$ cat src/rtl/io_output_bank.sv
// ============================================================================
// io_output_bank : memory-mapped output ports with set/clear/toggle writes,
//                  per-port auto-clear pulse mode and registered readback.
// Revision       : 1.0
// ============================================================================
`default_nettype none

module io_output_bank #(
  parameter int         NUM_PORTS    = 4,
  parameter int         WIDTH        = 32,
  parameter logic [7:0] BASE_ADDR    = 8'h80,
  parameter logic [7:0] CTRL_ADDR    = 8'hC0,
  parameter int         PULSE_CYCLES = 16
) (
  input  logic                       io_clk,
  input  logic                       resetn,
  input  logic [31:0]                addr,
  input  logic [31:0]                datain,
  input  logic                       write_io_enable,
  input  logic [31:0]                rd_addr,
  output logic [31:0]                rd_data,
  output logic [NUM_PORTS*WIDTH-1:0] out_port,
  output logic [NUM_PORTS-1:0]       port_update,
  output logic [NUM_PORTS-1:0]       pulse_mask
);

  localparam int         c_CW       = $clog2(PULSE_CYCLES + 1);
  localparam logic [5:0] c_CTRL_SEL = CTRL_ADDR[7:2];
  localparam logic [5:0] c_BASE_SEL = BASE_ADDR[7:2];

  logic [1:0]           w_mode;
  logic [WIDTH-1:0]     w_wdata;
  logic                 w_ctrl_wr;
  logic [NUM_PORTS-1:0] pulse_mask_q;
  logic [NUM_PORTS-1:0] pulse_mask_d;
  logic [31:0]          rd_data_q;
  logic [31:0]          rd_data_d;
  logic                 w_unused_ok;

  assign w_mode    = addr[9:8];
  assign w_wdata   = datain[WIDTH-1:0];
  assign w_ctrl_wr = write_io_enable && (addr[7:2] == c_CTRL_SEL) && (w_mode == 2'b00);

  always_comb begin
    pulse_mask_d = pulse_mask_q;
    if (w_ctrl_wr) pulse_mask_d = datain[NUM_PORTS-1:0];
  end

  generate
    for (genvar i = 0; i < NUM_PORTS; i++) begin : g_port
      localparam logic [5:0] c_PORT_SEL = c_BASE_SEL + 6'(i);

      logic [WIDTH-1:0] port_q, port_d, w_wval;
      logic [c_CW-1:0]  cnt_q, cnt_d;
      logic             upd_q, upd_d;
      logic             w_hit, w_expire;

      assign w_hit = write_io_enable && (addr[7:2] == c_PORT_SEL);
      // Using the next mask value means a mask clear on the expiry edge suppresses the auto-clear.
      assign w_expire = pulse_mask_d[i] && (cnt_q == c_CW'(1));

      always_comb begin
        w_wval = w_wdata;
        case (w_mode)
          2'b00:   w_wval = w_wdata;
          2'b01:   w_wval = port_q | w_wdata;
          2'b10:   w_wval = port_q & ~w_wdata;
          default: w_wval = port_q ^ w_wdata;
        endcase
      end

      always_comb begin
        port_d = port_q;
        cnt_d  = '0;
        if (w_hit)         port_d = w_wval;
        else if (w_expire) port_d = '0;

        if (!pulse_mask_d[i]) cnt_d = '0;
        else if (w_hit)       cnt_d = c_CW'(PULSE_CYCLES);
        else if (cnt_q != '0) cnt_d = cnt_q - c_CW'(1);
        upd_d = (port_d != port_q);
      end

      always_ff @(posedge io_clk) begin
        if (!resetn) begin
          port_q <= '0;
          cnt_q  <= '0;
          upd_q  <= 1'b0;
        end else begin
          port_q <= port_d;
          cnt_q  <= cnt_d;
          upd_q  <= upd_d;
        end
      end

      assign out_port[i*WIDTH +: WIDTH] = port_q;
      assign port_update[i]             = upd_q;
    end
  endgenerate

  // Readback samples the pre-write port state, so same-edge writes show a cycle later.
  always_comb begin
    rd_data_d = '0;
    for (int i = 0; i < NUM_PORTS; i++) begin
      if (rd_addr[7:2] == (c_BASE_SEL + 6'(i))) rd_data_d[WIDTH-1:0] = out_port[i*WIDTH +: WIDTH];
    end
    if (rd_addr[7:2] == c_CTRL_SEL) rd_data_d[NUM_PORTS-1:0] = pulse_mask_q;
  end

  always_ff @(posedge io_clk) begin
    if (!resetn) begin
      pulse_mask_q <= '0;
      rd_data_q    <= '0;
    end else begin
      pulse_mask_q <= pulse_mask_d;
      rd_data_q    <= rd_data_d;
    end
  end

  assign rd_data     = rd_data_q;
  assign pulse_mask  = pulse_mask_q;
  assign w_unused_ok = ^{addr, datain, rd_addr};

endmodule

`default_nettype wire
$ cat config.mk
export PLATFORM = sky130hd
export DESIGN_NAME = io_output_bank
export DESIGN_NICKNAME = d
export VERILOG_FILES = /design/src/rtl/io_output_bank.sv
export SDC_FILE = /design/constraint.sdc
export NUM_CORES = 1
export LEC_CHECK = 0
export ABC_AREA = 1
export CORE_ASPECT_RATIO = 0.7
export CORE_MARGIN = 2
export CORE_UTILIZATION = 45
export CTS_CLUSTER_SIZE = 12
export DETAILED_ROUTE_END_ITERATION = 12
export MAX_ROUTING_LAYER = met4
export PLACE_DENSITY = 0.7
export REMOVE_ABC_BUFFERS = 1
export SLEW_MARGIN = 10
export SYNTH_ARGS = -nofsm -noshare
export SYNTH_HDL_FRONTEND = slang
export SYNTH_SLANG_ARGS = --single-unit
export TNS_END_PERCENT = 30
$ cat constraint.sdc
create_clock -name io_clk -period 2.57 [get_ports io_clk]
set_input_delay 0.514 -clock io_clk [delete_from_list [all_inputs] [get_ports io_clk]]
set_output_delay 0.514 -clock io_clk [all_outputs]
set_load 0.1 [all_outputs]
==> results.cfg, run 1 <==
[placement]
pre_cts_slack_ns = -0.9136
hpwl_um = 61570
gp_routability_congestion = 0.9973
dp.cells = 3872
port_buffers = 216

[power_and_ir_drop]
sequentialPowerShare_pct = 39.3
clkPwrFrac_pct = 40.0
swShare_pct = 34.71
irDropWorstVdd_mv = 0.5149
cellPowerDensity_nw_per_um2 = 306.5
power.combinational.fraction_pct = 20.6
intPower_uw = 4893
netSwitchingPower_uw = 2601
leakage_power_total_uw = 0.01214
total_power_uw = 7494

[floorplan]
die_span_y_um = 169.5
ios = 267
full_die_area_um2 = 40750
rows = 60
start_util_pct = 45.71
floorplan.die.width_um = 240.4
core_region_area_um2 = 38510

[cells_and_area]
final_nets = 3752
final_cell_count_no_fill = 3925
area_growth_pct = 38.87
layout.cells.most_common = sky130_fd_sc_hd__nand2_1
register_area_um2 = 3765
finish.utilization_pct = 63.48
antenna_fix_cells = 0
fill_cells = 3494
drive_above_1_share_pct = 23.66
multi_input_gate_area_um2 = 12400
highest_count_cells_in_the_layout_ignoring_fill_and_taps = sky130_fd_sc_hd__nand2_1, sky130_fd_sc_hd__buf_4, sky130_fd_sc_hd__nor2_1

[cts]
clock_tree.buffer_depth = 2
post_cts_hold_buffer_count = 0
number_of_buffers_inserted_during_clock_tree_synthesis = 17
cts_root_buf = sky130_fd_sc_hd__clkbuf_16
h-tree-depth = 4
clk_pin_slew_worst_paths_ns = 0.09
numClockSinks = 188
cts_tree = yes
clk-insertion-delay-late_ns = 0.48

[global_routing]
number_of_global_route_vias_before_repair = 20459
antenna_found_initial = 0
grt_max_degree = 38
total_grt_usage_pct = 41.07
overflow = 0
grt_first_pass_wirelength_um = 121800

[timing]
finalSetupViolations = 0
timing.max_slew.rel_slack_pct = 47.85
worst_pin_slew_ns = 0.7724
final.setup_skew_ns = 0.01382
report.final.slew_viol_count = 0
unrepaired_setup_endpoints_after_global_routing = true
period_share_pct = 99.30
hold_violations = 0
worst_slack_ns = 0.01794
achievable-frequency_mhz = 391.8
min_period_ns = 2.552

[drt]
firstDrtPassIters = 8
postRouteAntennaNets = 0
drc_errors = 0
avgViaCountPerCell = 5.674
detailroute.via_count = 22271
wl_per_cell_um = 21.14
wl_um = 82990
drt_first_iter_violations = 2988

[synth]
synth.distinct_cells = 40
synthArstFlopShare_pct = 0
synth.ff_latch_count = 188
post_synth.cell_area_avg_um2 = 6.223
synth_ff_type = sky130_fd_sc_hd__dfxtp_1
post_synth_inst_count = 2829
syn-cell-area_um2 = 17610
yosysSeqAreaShare_pct = 21.38
synth-warning-count = 0
synth_enable_flop_cells = 0

[worst_setup_path]
crit_chain = clkdlybuf4s50_1, buf_4, nor3_2, buf_6, nand2_4, inv_2, buf_6, buf_4, nor2_4, nand2_1, nand3b_1, nand2_1, nor2_1, nand2_1, nor2_1, nand3_1, nand2_1, inv_1
timing_worst_setup_path_type = primary input to flip-flop
slowest_stage = sky130_fd_sc_hd__clkdlybuf4s50_1
required_ns = 3.00
cp_data_arrival_time_ns = 2.98
worstSetupEndpointType = flip-flop
crit_path_max_incr_delay_ns = 0.42
critical_path.max_fanout = 9
startpoint_type = primary input
cpMostUsedCell = sky130_fd_sc_hd__nand2_1

[outcome]
status = complete, no violations

[worst_hold_path]
hold_class = flip-flop to flip-flop

[flow_run]
maxCapViolations = 0
==> layout make-up <==
type / count / share of cell area, %
clock buffers: 17 / 1.740
clock inverters: 15 / 0.8342
inverters: 313 / 4.836
multi-input cells: 2203 / 50.71
flip-flops and latches: 188 / 15.40
well taps: 527 / 2.697
repair buffers: 662 / 23.78
==> synthesized netlist by cell type, types with 2 or more instances <==
master / count / area, µm²
sky130_fd_sc_hd__a21oi_1: 177 / 885.9
sky130_fd_sc_hd__a221oi_1: 7 / 61.31
sky130_fd_sc_hd__a22oi_1: 2 / 15.01
sky130_fd_sc_hd__a31oi_1: 24 / 150.1
sky130_fd_sc_hd__buf_1: 13 / 48.80
sky130_fd_sc_hd__buf_2: 44 / 220.2
sky130_fd_sc_hd__buf_4: 9 / 67.56
sky130_fd_sc_hd__buf_6: 6 / 67.56
sky130_fd_sc_hd__clkbuf_1: 53 / 198.9
sky130_fd_sc_hd__dfxtp_1: 188 / 3764
sky130_fd_sc_hd__ha_1: 268 / 3353
sky130_fd_sc_hd__inv_1: 308 / 1156
sky130_fd_sc_hd__inv_2: 4 / 15.01
sky130_fd_sc_hd__nand2_1: 673 / 2526
sky130_fd_sc_hd__nand2_4: 2 / 22.52
sky130_fd_sc_hd__nand3_1: 364 / 1822
sky130_fd_sc_hd__nand3b_1: 25 / 187.7
sky130_fd_sc_hd__nand4_1: 12 / 75.07
sky130_fd_sc_hd__nor2_1: 448 / 1682
sky130_fd_sc_hd__nor2_4: 2 / 22.52
sky130_fd_sc_hd__nor3_1: 5 / 25.02
sky130_fd_sc_hd__o211ai_1: 29 / 217.7
sky130_fd_sc_hd__o21ai_0: 46 / 230.2
sky130_fd_sc_hd__o21ai_1: 8 / 40.04
sky130_fd_sc_hd__o221ai_1: 3 / 26.28
sky130_fd_sc_hd__o22ai_1: 7 / 43.79
sky130_fd_sc_hd__or2_0: 17 / 106.4
sky130_fd_sc_hd__or2_1: 3 / 18.77
sky130_fd_sc_hd__or2_2: 65 / 406.6
sky130_fd_sc_hd__xnor2_1: 4 / 35.03
sky130_fd_sc_hd__xor2_1: 4 / 35.03
==> sequential cells by signal, indices dropped and copies added (netlist names) <==
register,cells
rd_data,32
g_port.port_q,128
g_port.cnt_q,20
g_port.upd_q,4
pulse_mask,4
==> power groups by stage <==
stage / registers, µW / clock network [µW] / logic [µW]
after global routing: 2950 / 3110 / 1650
final: 2950 / 3000 / 1550
after detailed placement: 3010 / 0 / 1430
after CTS: 2950 / 2990 / 1470
after floorplan: 3110 / 0 / 589
after global placement: 3010 / 0 / 1390
==> worst max-delay path, delay by kind of cell <==
kind / cells / cell delay (ns)
and+or+nand+nor: 11 / 1.23
buffers and inverters: 7 / 1.22
==> worst paths after layout <==
check | cells after the start | endpoint | slack (ns) | from
worst max-delay path | 18 | g_port[2].upd_q | 0.02 | addr[2]
worst min-delay path | 1 | g_port[3].cnt_q[0] | 0.47 | g_port[3].cnt_q[0]
worst max register to register | 17 | g_port[0].upd_q | 0.16 | g_port[0].cnt_q[2]
worst min register to register | 1 | g_port[3].cnt_q[0] | 0.47 | g_port[3].cnt_q[0]
==> routing by layer <==
layer	GRT usage, %	up-vias	wire [µm]
li1	-	10228	-
met1	55.52	10371	34650
met2	60.30	1417	34740
met3	7.206	255	9878
met4	16.99	0	3720
met5	-	-	0
==> repair_timing <==
| action | 4_1_cts | 5_1_grt |
|---|---|---|
| endpoints found under the setup margin | 4 | 4 |
| buffers inserted | 10 | 7 |
| gates resized for setup | 36 | 91 |
| gates cloned | 3 | 1 |
| pin swaps | 8 | 24 |
==> logic make-up (layout without fill, tap and decap cells) <==
kind of cell,after synthesis,in the layout,synth area share (%)
AOI/OAI and AO/OA,308,308,9.722
adders and majority gates,268,268,19.05
buffers and inverters,438,1007,10.11
DFF,188,188,21.38
and+or+nand+nor,1619,1619,39.34
xor gates and xnor gates,8,8,0.3979
==> metrics by stage <==
stage / hold WS [ns] / instance area [µm²] / setup TNS (ns)
after detailed placement: 0.4510 / 23070 / -7.378
final: 0.4654 / 24450 / 0
after global routing: 0.4975 / 24450 / -0.05969
after floorplan: 0.4173 / 17000 / -118.90
after global placement: 0.4354 / 23070 / -4.888
after CTS: 0.4645 / 24060 / -0.04636
(Power assumes the default switching activity.)
==> run 2: changes to the inputs <==
--- a/config.mk
+++ b/config.mk
@@ -7,7 +7,6 @@
 export LEC_CHECK = 0
 export ABC_AREA = 1
 export CORE_ASPECT_RATIO = 0.7
-export CORE_MARGIN = 2
 export CORE_UTILIZATION = 45
 export CTS_CLUSTER_SIZE = 12
 export DETAILED_ROUTE_END_ITERATION = 12
==> run 2 against run 1 <==
  * Core utilization about the same
  * Sequential power about the same
  * Final area barely moved
  * Non-clock buffer count increased by 18
  * Global-route usage down 0.98 points
  * Clock skew fell by 0.0022 ns
  * Routed wire length fell by 3.7%
  * Fmax is 1.6% higher
  * Total power decreased by 1.4%
  * Clock power is 3% lower
==> results.cfg, run 2 (synthesized netlist as in run 1, its figures left out) <==
[outcome]
status = complete, no violations

[worst_setup_path]
worstSetupEndpointType = flip-flop
destination_of_the_critical_timing_path = g_port[0].upd_q
cp_num_buf_inv = 4
crit_path_start = addr[7]
cpMostUsedCell = sky130_fd_sc_hd__nand2_1
worst-path-stages = 18
critical_path.max_fanout = 7
worst_r2r_endpoint = g_port[0].upd_q
timing.critical_path.max_delay_family = simple AND/OR/NAND/NOR gates
crit_path_max_incr_delay_ns = 0.52
startpoint_type = primary input
crit_chain = clkdlybuf4s50_1, nand2_2, nor2_1, nand3_4, nand2_2, nand3_2, buf_12, buf_4, nand2_1, nand2_1, nand2_1, nand2_1, nor2_1, nand2_1, nor2_2, nand3_1, nand2_1, inv_1
reg2reg_setup_slack_ns = 0.16
required_ns = 2.95
timing_worst_setup_path_type = primary input to flip-flop
reg2reg_depth = 17
timing.rr.start = g_port[0].cnt_q[2]
cp_data_arrival_time_ns = 2.89
slowest_stage = sky130_fd_sc_hd__clkdlybuf4s50_1

[drt]
drc_errors = 0
postRouteAntennaNets = 0
wl_um = 79880
wl_per_cell_um = 20.26
firstDrtPassIters = 6
drt_first_iter_violations = 2666
avgViaCountPerCell = 5.541
detailroute.via_count = 21849

[cells_and_area]
final_nets = 3770
area_growth_pct = 38.97
fill_cells = 3571
largest_reg_flops = 128
highest_count_cells_in_the_layout_ignoring_fill_and_taps = sky130_fd_sc_hd__nand2_1, sky130_fd_sc_hd__buf_4, sky130_fd_sc_hd__nor2_1
antenna_fix_cells = 0
most_flops_register = g_port.port_q
final_cell_count_no_fill = 3943
drive_above_1_share_pct = 23.36
layout.cells.most_common = sky130_fd_sc_hd__nand2_1

[cts]
clk-insertion-delay-late_ns = 0.47
number_of_buffers_inserted_during_clock_tree_synthesis = 17
cts_tree = yes
clock_tree.buffer_depth = 2
cts_root_buf = sky130_fd_sc_hd__clkbuf_16
clk_pin_slew_worst_paths_ns = 0.08
numClockSinks = 188
post_cts_hold_buffer_count = 0
h-tree-depth = 4

[global_routing]
grt_max_degree = 51
antenna_found_initial = 0
grt_first_pass_wirelength_um = 118200
overflow = 0
number_of_global_route_vias_before_repair = 20188
total_grt_usage_pct = 40.10

[floorplan]
core_region_area_um2 = 38510
rows = 60
ios = 267
start_util_pct = 45.71
floorplan.die.width_um = 238.4
full_die_area_um2 = 39930
die_span_y_um = 167.5

[power_and_ir_drop]
irDropWorstVdd_mv = 0.4774
leakage_power_total_uw = 0.01219
clkPwrFrac_pct = 39.3
netSwitchingPower_uw = 2454
cellPowerDensity_nw_per_um2 = 302.1
swShare_pct = 33.21
intPower_uw = 4936
sequentialPowerShare_pct = 39.8
power.combinational.fraction_pct = 20.8
total_power_uw = 7391

[timing]
report.final.slew_viol_count = 0
final.setup_skew_ns = 0.01166
worst_slack_ns = 0.05767
period_share_pct = 97.76
min_period_ns = 2.512
worst_pin_slew_ns = 0.7903
finalSetupViolations = 0
unrepaired_setup_endpoints_after_global_routing = true
timing.max_slew.rel_slack_pct = 46.64
timing.hold.ws_ns = 0.4495
achievable-frequency_mhz = 398.0
hold_violations = 0

[placement]
dp.cells = 3894
pre_cts_slack_ns = -0.8200
hpwl_um = 59980
port_buffers = 216
gp_routability_congestion = 1.014

[worst_hold_path]
worstHoldPathCells = 1
hold_class = flip-flop to flip-flop

[flow_run]
maxCapViolations = 0
## run 2: changes by cell type in the layout (fill, tap and decap cells not counted), sizes merged, moves of 2 or more
cell	previous run	this run
clkdlybuf4s50	41	45
inv	323	320
clkbuf	18	20
dlymetal6s2s	6	1
clkinv	5	7
buf	611	628
## run 2: worst min-delay path by stage
stage	startpoint	end	slack, ns
detailed placement	g_port[2].cnt_q[0]	g_port[2].cnt_q[0]	0.44
finish	g_port[2].cnt_q[0]	g_port[2].cnt_q[0]	0.45
floorplan	g_port[2].cnt_q[0]	g_port[2].cnt_q[0]	0.42
global route	g_port[2].cnt_q[0]	g_port[2].cnt_q[0]	0.48
CTS	g_port[2].cnt_q[0]	g_port[2].cnt_q[0]	0.45
global placement	g_port[2].cnt_q[0]	g_port[2].cnt_q[0]	0.43
## run 2: power groups by stage
stage | sequential (µW) | clock (µW) | combinational, µW
after floorplan | 3110 | 0 | 589
after global placement | 3010 | 0 | 1410
after detailed placement | 3010 | 0 | 1440
after CTS | 2940 | 2930 | 1480
after global routing | 2950 | 3030 | 1650
final | 2940 | 2910 | 1540
## run 2: cell type report
cell class                 count  area [µm²]  share of cell area [%]
multi-input combinational   2203       12320                   50.34
timing repair buffer         680        5941                   24.28
sequential                   188        3764                   15.38
inverter                     313        1187                   4.853
tap                          527       659.4                   2.695
clock buffer                  17       425.4                   1.739
clock inverter                15       175.2                  0.7159
## run 2: worst register-to-register path: stages (launching register included)
cell,delay (ns)
sky130_fd_sc_hd__dfxtp_1,0.34
sky130_fd_sc_hd__or2_2,0.29
sky130_fd_sc_hd__inv_1,0.08
sky130_fd_sc_hd__nand2_1,0.06
sky130_fd_sc_hd__nor2_1,0.18
sky130_fd_sc_hd__nand3_2,0.16
sky130_fd_sc_hd__buf_12,0.19
sky130_fd_sc_hd__buf_4,0.15
sky130_fd_sc_hd__nand2_1,0.09
sky130_fd_sc_hd__nand2_1,0.06
sky130_fd_sc_hd__nand2_1,0.06
sky130_fd_sc_hd__nand2_1,0.12
sky130_fd_sc_hd__nor2_1,0.13
sky130_fd_sc_hd__nand2_1,0.11
sky130_fd_sc_hd__nor2_2,0.13
sky130_fd_sc_hd__nand3_1,0.09
sky130_fd_sc_hd__nand2_1,0.06
sky130_fd_sc_hd__inv_1,0.03
## run 2: per-stage QoR
step | setup TNS [ns] | util, % | area, µm²
3_3_place_gp | -2.537 | 60.45 | 23280
3_5_place_dp | -3.048 | 60.45 | 23280
6_report | 0 | 63.53 | 24470
5_1_grt | -0.2187 | 63.53 | 24470
4_1_cts | 0 | 62.63 | 24120
2_1_floorplan | -118.90 | - | 17000
## run 2: routing by layer
metal	wire [µm]	track usage [%]
met1	33620	53.91
met2	33300	58.46
met3	9490	7.402
met4	3472	17.06
met5	0	-
## run 2: repair_timing
item	4_1_cts	5_1_grt
endpoints found under the hold margin	0	0
endpoints found under the setup margin	4	4
setup buffers	9	2
pin swaps	4	13
resized for setup	19	70
cloned	3	3
==> patch (settings of run 2) <==
Register the inputs `addr`, `datain`, `write_io_enable` and `rd_addr` before use. The logic sees them one clock later.
--- a/src/rtl/io_output_bank.sv
+++ b/src/rtl/io_output_bank.sv
@@ -28,6 +28,18 @@
   localparam logic [5:0] c_CTRL_SEL = CTRL_ADDR[7:2];
   localparam logic [5:0] c_BASE_SEL = BASE_ADDR[7:2];
 
+  logic [31:0] addr_q;
+  logic [31:0] datain_q;
+  logic write_io_enable_q;
+  logic [31:0] rd_addr_q;
+
+  always_ff @(posedge io_clk) begin
+    addr_q            <= addr;
+    datain_q          <= datain;
+    write_io_enable_q <= write_io_enable;
+    rd_addr_q         <= rd_addr;
+  end
+
   logic [1:0]           w_mode;
   logic [WIDTH-1:0]     w_wdata;
   logic                 w_ctrl_wr;
@@ -37,13 +49,13 @@
   logic [31:0]          rd_data_d;
   logic                 w_unused_ok;
 
-  assign w_mode    = addr[9:8];
-  assign w_wdata   = datain[WIDTH-1:0];
-  assign w_ctrl_wr = write_io_enable && (addr[7:2] == c_CTRL_SEL) && (w_mode == 2'b00);
+  assign w_mode    = addr_q[9:8];
+  assign w_wdata   = datain_q[WIDTH-1:0];
+  assign w_ctrl_wr = write_io_enable_q && (addr_q[7:2] == c_CTRL_SEL) && (w_mode == 2'b00);
 
   always_comb begin
     pulse_mask_d = pulse_mask_q;
-    if (w_ctrl_wr) pulse_mask_d = datain[NUM_PORTS-1:0];
+    if (w_ctrl_wr) pulse_mask_d = datain_q[NUM_PORTS-1:0];
   end
 
   generate
@@ -55,7 +67,7 @@
       logic             upd_q, upd_d;
       logic             w_hit, w_expire;
 
-      assign w_hit = write_io_enable && (addr[7:2] == c_PORT_SEL);
+      assign w_hit = write_io_enable_q && (addr_q[7:2] == c_PORT_SEL);
       // Using the next mask value means a mask clear on the expiry edge suppresses the auto-clear.
       assign w_expire = pulse_mask_d[i] && (cnt_q == c_CW'(1));
 
@@ -102,9 +114,9 @@
   always_comb begin
     rd_data_d = '0;
     for (int i = 0; i < NUM_PORTS; i++) begin
-      if (rd_addr[7:2] == (c_BASE_SEL + 6'(i))) rd_data_d[WIDTH-1:0] = out_port[i*WIDTH +: WIDTH];
+      if (rd_addr_q[7:2] == (c_BASE_SEL + 6'(i))) rd_data_d[WIDTH-1:0] = out_port[i*WIDTH +: WIDTH];
     end
-    if (rd_addr[7:2] == c_CTRL_SEL) rd_data_d[NUM_PORTS-1:0] = pulse_mask_q;
+    if (rd_addr_q[7:2] == c_CTRL_SEL) rd_data_d[NUM_PORTS-1:0] = pulse_mask_q;
   end
 
   always_ff @(posedge io_clk) begin
@@ -119,7 +131,7 @@
 
   assign rd_data     = rd_data_q;
   assign pulse_mask  = pulse_mask_q;
-  assign w_unused_ok = ^{addr, datain, rd_addr};
+  assign w_unused_ok = ^{addr_q, datain_q, rd_addr_q};
 
 endmodule
 
Behaviour: not the same (Yosys sat finds a counterexample within 4 cycles, from zero or initial values and one cycle with resetn low).
==> patch against run 2 <==
  * Count of clock-buffer cells in the layout rose by 19
  * Sequential share of layout area rose by 6.0 points
  * Setup slack improved by 64 ps
  * Final area fell by 10%
  * Global-route usage fell by 8.6 points
  * First-iteration DRC count fell by 14%
  * Routed wire length fell by 20%
  * Hold slack got worse by 83 ps
  * Area after synthesis rose by 1.1%
  * Sequential cell count rose by 47
  * Power rose by 21%
==> patch: results (changes against run 2) <==
* Global-route wire length before repair at 96900 µm (-18%)
* Inserted Clock Buffers at 27 (+10)
* Number of standard cells in the final layout excluding fillers at 3537 (-10%)
* Maximum vdd ir drop at 0.481 mV (+0.75%)
* Routability-driven placement congestion ratio at 0.882 (-13%)
* Data arrival at the endpoint of the critical path at 2910 ps (+20 ps)
* Initial DRT Pass Iterations at 8 (+2)
* Share of synthesized registers carrying an async set or reset at 0% (unchanged)
* Sequential cell area fraction in the yosys report at 26.4% (+5.0 points)
* Type of the tightest min-delay check: in -> reg
* Root buffer selected by CTS: clkbuf_16
* Filler cell count at 3591 (+0.56%)
* Result of the run: finished, final reports clean
* Post-placement setup slack at 84.5 ps (+905 ps)
* Buffer levels on the longest clock path at 3 (+1)
* Maximum fanout along the worst path at 6 (-1)
* Total number of vias at 19500 (-11%)
* Number of antenna diodes at 0 (unchanged)
* Hold Path Depth at 1 (unchanged)
* Pleak at 0.0107 µW (-13%)
* Final worst clock skew at 30.7 ps (+19.0 ps)
* Maximum level of the CTS H-tree at 1 (-3)
* Pin count of the biggest net entering global routing at 92 (+80%)
* HPWL after DPL at 44100 µm (-27%)
* Count of unique library cells instantiated by Yosys at 30 (-25%)
* Via count of the first global-routing pass at 18000 (-11%)
* Leading cell types by count after synthesis: 693 x nand2_1, 512 x nor2_1, 268 x ha_1
* Worst-margin pin slew at 499 ps (-291 ps)
* CTS clk-pin slew, worst paths at 70 ps
* NumNets Final at 3357 (-11%)
* Detailed Route WL at 64100 µm (-20%)
* Tot GR Track Use at 31.5% (-8.6 points)
* Synth area leaders: dfxtp_1 26%, ha_1 19%, nand2_1 15%
* Number of buffers added on ports at 216 (unchanged)
* Clock network latency to the later pin of the worst-skew pair at 590 ps (+120 ps)
* Synthesized area per cell at 6.46 µm² (+3.8%)
* Total placed instance area at 0.0209 mm² (-10%)
* Reg2reg path depth at 17 (unchanged)
* Starting DRC count in detailed routing at 2303 (-14%)
* Share of cells above drive strength 1 at 13.3% (-10 points)
-- patch: routing by layer --
metal	GRT usage (%)	routed length, µm	vias up
li1	-	-	9404
met1	40.2	26800	8987
met2	49.6	28900	945
met3	4.56	5750	187
met4	13.2	2690	0
met5	-	0	-
-- patch: logic make-up (layout without fill, tap and decap cells) --
family / after synthesis / after routing / synth area share [%]
fa+ha+maj: 268 / 268 / 18.8
buf+inv: 348 / 603 / 7.72
flops: 235 / 235 / 26.4
xor+xnor: 10 / 10 / 0.492
simple gates: 1472 / 1472 / 33.4
compound gates: 422 / 422 / 13.1
-- patch: metrics by stage --
stage | hold slack [ps] | util, %
CTS | 351 | 56.4
floorplan | 417 | -
global route | 361 | 56.9
detailed placement | 438 | 54.1
global placement | 429 | 54.1
finish | 367 | 56.9
-- patch: what timing repair did --
item / 4_1_cts / 5_1_grt
setup buffers: 0 / 5
gates resized for setup: 0 / 42
endpoints found under the setup margin: 0 / 4
-- patch: where the power goes --
part / switching, µW / internal, µW / total [µW]
clock: 1750 / 2290 / 4050
sequential: 48.7 / 3700 / 3750
combinational: 758 / 397 / 1150
total: 2560 / 6390 / 8950
-- patch: cell type report --
type | count | area, µm² | share of cell area [%]
flip-flops and latches | 235 | 4710 | 21.4
repair buffers | 326 | 3060 | 13.9
well taps | 527 | 659 | 3.00
inverters | 228 | 858 | 3.90
multi-input cells | 2172 | 11800 | 53.8
clock buffers | 36 | 769 | 3.50
clock inverters | 13 | 119 | 0.540
-- patch: worst paths after layout --
kind	start	end	slack, ps
setup / recovery	addr_q[8]$_DFF_P_	g_port[3].upd_q$_SDFF_PN0_	120
hold / removal	datain[8]	datain_q[8]$_DFF_P_	370
setup reg to reg	addr_q[8]$_DFF_P_	g_port[3].upd_q$_SDFF_PN0_	120
hold reg to reg	g_port[1].cnt_q[0]$_SDFF_PP0_	g_port[1].cnt_q[0]$_SDFF_PP0_	450
-- patch: critical path: stages, from the launching register on --
cell and delay, ps:
dfxtp_1 320, buf_4 160, nand2_4 100, inv_1 70, buf_4 180, a21oi_1 280
buf_4 180, o211ai_1 70, nand2_1 100, nand2_1 70, nand2_1 60, nand2_1 40
nor2_1 210, nand2_1 110, nor2_2 170, nand2_1 70, nor2_1 100, nor2_1 40
